[src/rtl/firebird7_in_gate2_edt_sol_monitor.sv]
// EDT signature-on-line error monitor: counts masked channel miscompares and flags threshold trips.
// Latency: a chan_err strobe shows in sol_count/sol_fail one edge later; TDR controls take 2 extra cycles to synchronize.
// Backpressure: none; the monitor samples every cycle and never stalls its source.
module firebird7_in_gate2_edt_sol_monitor (
  input  logic        edt_clock,
  input  logic        edt_reset,
  input  logic [1:0]  sol_mask,
  input  logic [14:0] sol_thresh,
  input  logic        sol_init,
  input  logic        sol_mode,
  input  logic        reset_b,
  input  logic        jam_edt_channels_in,
  input  logic        chan_valid,
  input  logic [1:0]  chan_err,
  input  logic        edt_update,
  output logic [14:0] sol_count,
  output logic [14:0] sol_peak,
  output logic        sol_fail,
  output logic        sol_active,
  output logic        edt_jam
);

  typedef enum logic [1:0] {IDLE, RUN, TRIP} state_t;

  localparam int TW = 21;
  localparam logic [14:0] CNT_MAX = 15'h7FFF;

  logic [TW-1:0] tdr_raw;
  logic [TW-1:0] sync1;
  logic [TW-1:0] sync2;

  logic [1:0]  mask_s;
  logic [14:0] thresh_s;
  logic        init_s;
  logic        mode_s;
  logic        reset_b_s;
  logic        jam_s;
  logic        init_d;
  logic        init_rise;

  state_t      state;
  logic [1:0]  inc;
  logic [15:0] sum;
  logic [14:0] cnt_next;
  logic [14:0] peak_next;
  logic        window_close;

  assign tdr_raw = {sol_mask, sol_thresh, sol_init, sol_mode, reset_b, jam_edt_channels_in};
  assign {mask_s, thresh_s, init_s, mode_s, reset_b_s, jam_s} = sync2;

  // Two-flop synchronizer for all quasi-static TDR fields, plus the init edge-detect history flop.
  always_ff @(posedge edt_clock or posedge edt_reset) begin
    if (edt_reset) begin
      sync1  <= '0;
      sync2  <= '0;
      init_d <= 1'b0;
    end else begin
      sync1  <= tdr_raw;
      sync2  <= sync1;
      init_d <= init_s;
    end
  end

  assign init_rise  = init_s & ~init_d;
  assign edt_jam    = jam_s;
  assign sol_active = (state == RUN);

  // Next-count datapath: masked popcount, saturating add, and window roll-over.
  always_comb begin
    inc          = 2'd0;
    sum          = 16'd0;
    cnt_next     = sol_count;
    peak_next    = sol_peak;
    window_close = 1'b0;
    if (chan_valid && !jam_s && state != IDLE) begin
      inc = {1'b0, chan_err[0] & ~mask_s[0]} + {1'b0, chan_err[1] & ~mask_s[1]};
    end
    sum = {1'b0, sol_count} + {14'd0, inc};
    window_close = mode_s && edt_update;
    if (window_close) begin
      // The boundary cycle's own errors open the new window.
      cnt_next  = {13'd0, inc};
      peak_next = (sol_count > sol_peak) ? sol_count : sol_peak;
    end else begin
      cnt_next = sum[15] ? CNT_MAX : sum[14:0];
    end
  end

  // Monitor FSM with counters: reset_b_s dominates, then init re-arm, then normal counting.
  always_ff @(posedge edt_clock or posedge edt_reset) begin
    if (edt_reset) begin
      state     <= IDLE;
      sol_count <= '0;
      sol_peak  <= '0;
      sol_fail  <= 1'b0;
    end else if (!reset_b_s) begin
      state     <= IDLE;
      sol_count <= '0;
      sol_peak  <= '0;
      sol_fail  <= 1'b0;
    end else if (init_rise) begin
      // Re-arm wins over a coincident edt_update.
      state     <= RUN;
      sol_count <= '0;
      sol_peak  <= '0;
      sol_fail  <= 1'b0;
    end else if (state != IDLE) begin
      sol_count <= cnt_next;
      sol_peak  <= peak_next;
      if (thresh_s != 15'd0 && cnt_next >= thresh_s) begin
        sol_fail <= 1'b1;
        state    <= TRIP;
      end
    end
  end

endmodule
[config.mk]
export PLATFORM = sky130hd
export DESIGN_NAME = firebird7_in_gate2_edt_sol_monitor
export DESIGN_NICKNAME = d
export VERILOG_FILES = /design/src/rtl/firebird7_in_gate2_edt_sol_monitor.sv
export SDC_FILE = /design/constraint.sdc
export NUM_CORES = 1
export LEC_CHECK = 0
export CAP_MARGIN = 15
export CELL_PAD_IN_SITES_DETAIL_PLACEMENT = 2
export CELL_PAD_IN_SITES_GLOBAL_PLACEMENT = 2
export CORE_AREA = 4 4 119 121
export CTS_CLUSTER_DIAMETER = 100
export CTS_CLUSTER_SIZE = 30
export DETAILED_ROUTE_END_ITERATION = 10
export DIE_AREA = 0 0 123 125
export PLACE_DENSITY = 0.73
export SLEW_MARGIN = 20
export SYNTH_ARGS = -nofsm -noshare
export SYNTH_HDL_FRONTEND = slang
export SYNTH_SLANG_ARGS = --single-unit
[constraint.sdc]
create_clock -name edt_clock -period 3.71 [get_ports edt_clock]
set_input_delay 0.742 -clock edt_clock [delete_from_list [all_inputs] [get_ports edt_clock]]
set_output_delay 0.742 -clock edt_clock [all_outputs]
set_load 0.01 [all_outputs]
* Word-level counts from Yosys, hierarchy flattened *
Cells that the tools add are included.

cells by class
  add/sub/neg operators = 2
  $lt $le $gt $ge = 2
  eq/ne operators = 5
  muxes and demuxes = 19
  bitwise gates (word level) = 6
  reduce and logical (&&, ||, !) cells = 9

operators with widths
  operator              count
  $mux W15              10
  $add A15 B2 Y16       1
  $ge A15 B15 Y1        1
  $gt A15 B15 Y1        1
  $reduce_bool A15 Y1   1
  $ne A3 B1 Y1 const B  4
  $mux W2               5
  $logic_and A1 B1 Y1   4
  $mux W1               4
  $and A1 B1 Y1         3
  $not A1 Y1            3
  $reduce_and A3 Y1     1
  $add A1 B1 Y2         1
  $eq A2 B1 Y1 const B  1
  $reduce_and A2 Y1     1
  $reduce_bool A2 Y1    1
  $logic_not A1 Y1      1

word-level totals
  register bits = 76
  output and inout bits = 33
  logic and storage cells = 50

* Logic depth before layout (Yosys ltp) *
  depth after elaboration = 13
  gate-level depth with buffers = 17
  depth with buffers taken out = 16

* Worst setup path before layout *
Ideal clock, no wire load.

  kind = input -> register
  start = in chan_err[0]
  end = reg sol_fail
  setup time = 133 ps
  arrival time = 4,037 ps
  data required time = 3,577 ps
  slack = -460 ps
  cell stages on the path = 17
  path buffers = 1
  cell sequence = nor2b_1 ha_1 and4b_1 ha_1 fa_1 and3_1 buf_2 and3_1 and3_1 xnor2_1 a21oi_1 ha_1 a21o_1 a21o_1 a21o_1 a211oi_1 o21ai_0

between the ends
  longest elaborated chain between the ends = 10

RTL lines
  element                          RTL line  RTL
  start, declared                  14        input logic [1:0] chan_err,
  $and A1 B1 Y1 (*)                76        inc = {1'b0, chan_err[0] & ~mask_s[0]} + {1'b0, chan_err[1] & ~mask_s[1]};
  $add A1 B1 Y2 (*)                76
  $mux W2 (*)                      75        if (chan_valid && !jam_s && state != IDLE) begin
  $add A15 B2 Y16                  78        sum = {1'b0, sol_count} + {14'd0, inc};
  $mux W15                         85        cnt_next = sum[15] ? CNT_MAX : sum[14:0];
  $mux W15 (*)                     80        if (window_close) begin
  $ge A15 B15 Y1 (*)               110       if (thresh_s != 15'd0 && cnt_next >= thresh_s) begin
  $logic_and A1 B1 Y1 (*)          110
  $ne A3 B1 Y1 (no line) (*)       n/a
  $reduce_and A2 Y1 (no line) (*)  n/a
  end signal, assigned             100       sol_fail <= 1'b0;
  end signal, assigned             106       sol_fail <= 1'b0;
  end signal, assigned             111       sol_fail <= 1'b1;
  end, declared                    18        output logic sol_fail,

Every way passes the cells marked *; elsewhere a longest branch is shown, timed or not.
A chain may end at the register's enable or synchronous reset.

* Worst setup path in the final report *
  start = in chan_err[1]
  end = reg state[0]

between the ends
  longest elaborated chain between the ends = 10

RTL lines
  element                          RTL line  RTL
  $and A1 B1 Y1 (*)                76
  $add A1 B1 Y2 (*)                76
  $mux W2 (*)                      75
  $add A15 B2 Y16                  78
  $mux W15                         85
  $mux W15 (*)                     80
  $ge A15 B15 Y1 (*)               110
  $logic_and A1 B1 Y1 (*)          110
  $ne A3 B1 Y1 (no line) (*)       n/a
  $reduce_and A2 Y1 (no line) (*)  n/a
  end signal, assigned             97        state <= IDLE;
  end signal, assigned             103       state <= RUN;
  end signal, assigned             112       state <= TRIP;
  end, declared                    41        state_t state;

Marks and branches as above.

==> results.md <==
Run status:
- The run finished, with violations left.
- The checks that failed: negative setup slack.

Global route:
- The number of global-route vias before repair is 3656.
- The global router's overall resource usage is 0.1551.
- For this run the aggregate overflow at the end of global routing stands at 0.
- The wire length of the first global-routing pass is 18640 µm.
- The initial antenna violation count is 0.
- Entering global routing, the biggest net connects 42 pins.

Pwr:
- The design draws 1.838 mW.
- Across the VDD grid, the largest voltage drop is 224.3 µV.
- Power spread over the standard cell area amounts to 348.1 nW/µm².
- The analysis attributes to cell leakage a power of 2.277 nW.

Die:
- The standard cell core area is 13090 µm².
- During I/O placement, the number of pins put on the boundary was 60.
- The cell row count is 42.
- The die is 123 µm wide.
- The starting density of the core is 0.2940.
- The vertical die dimension is 125 µm.
- The floorplan step defined a die boundary enclosing 15380 µm².

Clocking:
- Clock-pin slew was measured on the worst setup and hold paths at 0.06 ns.
- The TritonCTS buffer count is 9.
- In this run the number of H-tree levels came out at 3.
- The post-cts hold buffer count is 0.
- TritonCTS built the clock tree.
- The number of clock sinks seen by CTS is 75.
- The root buffer cell is clkbuf_16.
- The clock passes through at most 2 buffers.
- The clock reaches the later pin of the worst-skew pair after 0.34 ns.

Placement:
- In this run the tool buffered the top-level ports with 59 buffer cells.
- The cell area after placement is 4813 µm².
- The half-perimeter wire length after placement is 8263 µm.
- The routability-driven placement congestion ratio is 0.8066.

Drt:
- The vias after detailed routing is 3163.
- Once detail routing completed, the nets flagged for antenna violations numbered 0.
- The first-iteration detailed-routing DRC count is 61.
- The post-detailed-route DRC marker count is 0.
- After detailed routing, the number of vias per cell comes to 4.919.
- The detail-routed net length per standard cell is 17.24 µm.
- The final routed wirelength across all metal layers is 11090 µm.
- For this run, the detailed router's first-pass iteration total came to 4.

Synthesis:
- The top cell type's share of synthesized area is 0.4878.
- The number of flops mapped to enable cells by yosys is 0.
- The total number of yosys warnings is 0.
- The post-synthesis net count is 437.
- The leading area contributor after synthesis is dfrtp_1.
- The distinct cell type count of the synthesized netlist is 44.
- The average instance in the mapped netlist occupies 10.23 µm².
- The flip-flop cell with the highest count after synthesis is dfrtp_1.
- In this run the cell area of the synthesized design comes to 3847 µm².
- The post-synthesis cell count is 376.
- Synthesis inferred 75 register bits.
- The share of async-settable or async-resettable flops after synthesis is 1.000.
- By area the synthesized netlist is led by dfrtp_1 49%, ha_1 11%, mux2i_1 3.9%.
- The share of the Yosys chip area taken by registers is 0.4878.

Setup path:
- The nature of the critical path endpoint is a register.
- The critical path class is in -> reg.
- The data arrival time at the worst-slack endpoint is 4.10 ns.
- STA classifies the critical path startpoint as a primary input.
- The reg-to-reg setup timing slack is 0.04 ns.
- The peak fanout along the critical path is 4.
- For the worst setup path, the data required time is 3.99 ns.

STA:
- Dividing the final minimum period by the clock period gives 1.029.
- For the pin with the worst max-slew slack, the measured transition is 0.8219 ns.
- The time the final worst path needs with I/O delays and setup is 3.819 ns.
- In this run the tightest slew margin relative to its limit is 0.4513.
- The worst clock skew is 0.007145 ns.
- On the final layout, the worst hold slack is 0.3447 ns.
- In the post-route analysis, the smallest setup slack over all paths is -0.1088 ns.
- The highest clock rate is 0.2619 GHz.
- The aggregate negative setup slack is -0.2054 ns.
- The setup-violating endpoint count in the final report is 2.
- Setup repair after global routing could not meet its margin everywhere.
- The max-slew violation count is 0.
- The number of endpoints with negative hold slack in the final report came to 0.

Final layout:
- The synthesis-to-layout area growth is 37.20%.
- Once layout is done, the placed cells without fillers occupy 5279 µm².
- The number of inserted diodes is 0.
- The share of post-route cells with drive strength above 1 is 0.1863.
- The net total in the final layout is 523.

Flow run:
- The count of max-cap constraint violations is 0.

Min path:
- The worst min-delay path class is reg -> reg.
-- where the power goes --
part,total [mW],switching (mW),leakage [nW],internal (mW)
Sequential,0.855,0.0115,0.947,0.843
Combinational,0.122,0.0678,1.18,0.0547
Clock,0.860,0.339,0.146,0.521
Total,1.84,0.418,2.28,1.42
-- final timing paths --
| kind | cells after the start | from | to |
|---|---|---|---|
| setup / recovery | 18 | chan_err[1] | state[0] |
| hold reg to reg | 0 | sync1[0] | sync2[0] |
| hold / removal | 0 | sync1[0] | sync2[0] |
| min in group asynchronous | 2 | edt_reset | sync1[4] |
| setup reg to reg | 17 | sync2[19] | state[0] |
| max in group asynchronous | 3 | edt_reset | sol_count[2] |
-- critical path: stages --
cell	delay [ns]
buf_6	0.09
nor2b_4	0.11
ha_1	0.27
and4b_2	0.27
ha_4	0.17
fa_2	0.36
and3_4	0.17
buf_4	0.13
nand3_4	0.11
nor2_4	0.06
xnor2_1	0.14
a21oi_1	0.09
ha_1	0.34
a211oi_2	0.20
nor2_1	0.07
o311a_1	0.34
a211oi_2	0.23
a31o_2	0.19
-- cell usage in the layout, fill, tap and decap left out, types with 4 or more instances in the layout --
cell type	Yosys	final
nor2_1	18	17
nand3_1	10	9
nand2_1	40	40
o21ai_0	6	5
dfrtp_1	75	75
nor3_1	8	6
nor3_2	2	4
mux2i_1	15	15
buf_4	0	34
clkbuf_16	0	9
nand4_1	8	8
a21oi_1	26	24
clkdlybuf4s50_1	0	57
a311oi_1	5	5
and2_1	4	4
a31oi_1	6	6
inv_1	35	34
nor4_1	5	4
a21o_1	4	4
xnor2_1	9	7
a211oi_2	0	4
ha_1	33	32
-- metrics by stage --
stage / util / setup slack, ns / std cells
6_report: 0.4034 / -0.1088 / 643
5_1_grt: 0.4034 / -0.2354 / 643
4_1_cts: 0.3987 / -0.04771 / 641
3_5_place_dp: 0.3679 / -0.8542 / 620
3_3_place_gp: 0.3679 / -0.7223 / 620
2_1_floorplan: - / -0.2151 / 376
-- sequential cells by signal, summed over array words and instances, names as in the netlist --
signal and cells:
init_d 1, sol_count 15, sol_fail 1, sol_peak 15
state 1, sync1 21, sync2 21
-- cell families (layout without fill, tap and decap cells) --
group           after synthesis  in the layout  synth area share
compound gates               72             72            0.1285
buf+inv                      54            145           0.05691
simple gates                116            116            0.1525
xor+xnor                     10             10           0.02277
mux                          15             15           0.03902
fa+ha+maj                    34             34            0.1125
flops                        75             75            0.4878
-- layer usage --
layer	vias to the layer above	share of wire	wire length, µm	GRT usage
met5	-	0	0	0
met3	18	0.035	387	0.02755
met2	58	0.52	5774	0.2670
met1	1589	0.42	4648	0.1871
li1	1498	-	-	-
met4	0	0.025	275	0.07036
-- final cells by class --
type,count,area [µm²]
Fill cell,1379,7806
Multi-Input combinational cell,247,1887
Sequential cell,75,1877
Timing Repair Buffer,94,868.3
Clock buffer,10,229.0
Tap cell,176,220.2
Inverter,35,131.4
Clock inverter,6,66.31
-- repair_timing --
item | 4_1_cts | 5_1_grt
setup buffers | 5 | 3
resized for setup | 23 | 9
pin swaps | 12 | 15
endpoints found under the hold margin | 0 | 0
endpoints found under the setup margin | 2 | 2
-- cells in the mapped netlist, drive strengths merged, types with 3 or more instances --
| library cell | instances |
|---|---|
| a21o | 4 |
| xnor2 | 9 |
| or2 | 3 |
| and3 | 6 |
| a311oi | 5 |
| o221a | 3 |
| nor4 | 5 |
| nand3 | 10 |
| ha | 33 |
| nor2b | 4 |
| a21oi | 26 |
| nor2 | 18 |
| a31o | 3 |
| dfrtp | 75 |
| mux2i | 15 |
| and2 | 4 |
| clkbuf | 10 |
| inv | 35 |
| nand2 | 40 |
| o21ai | 8 |
| nand4 | 9 |
| nor3 | 10 |
| a31oi | 6 |
| buf | 9 |
| a211oi | 7 |
No activity file was read; power rests on OpenSTA's default activity.
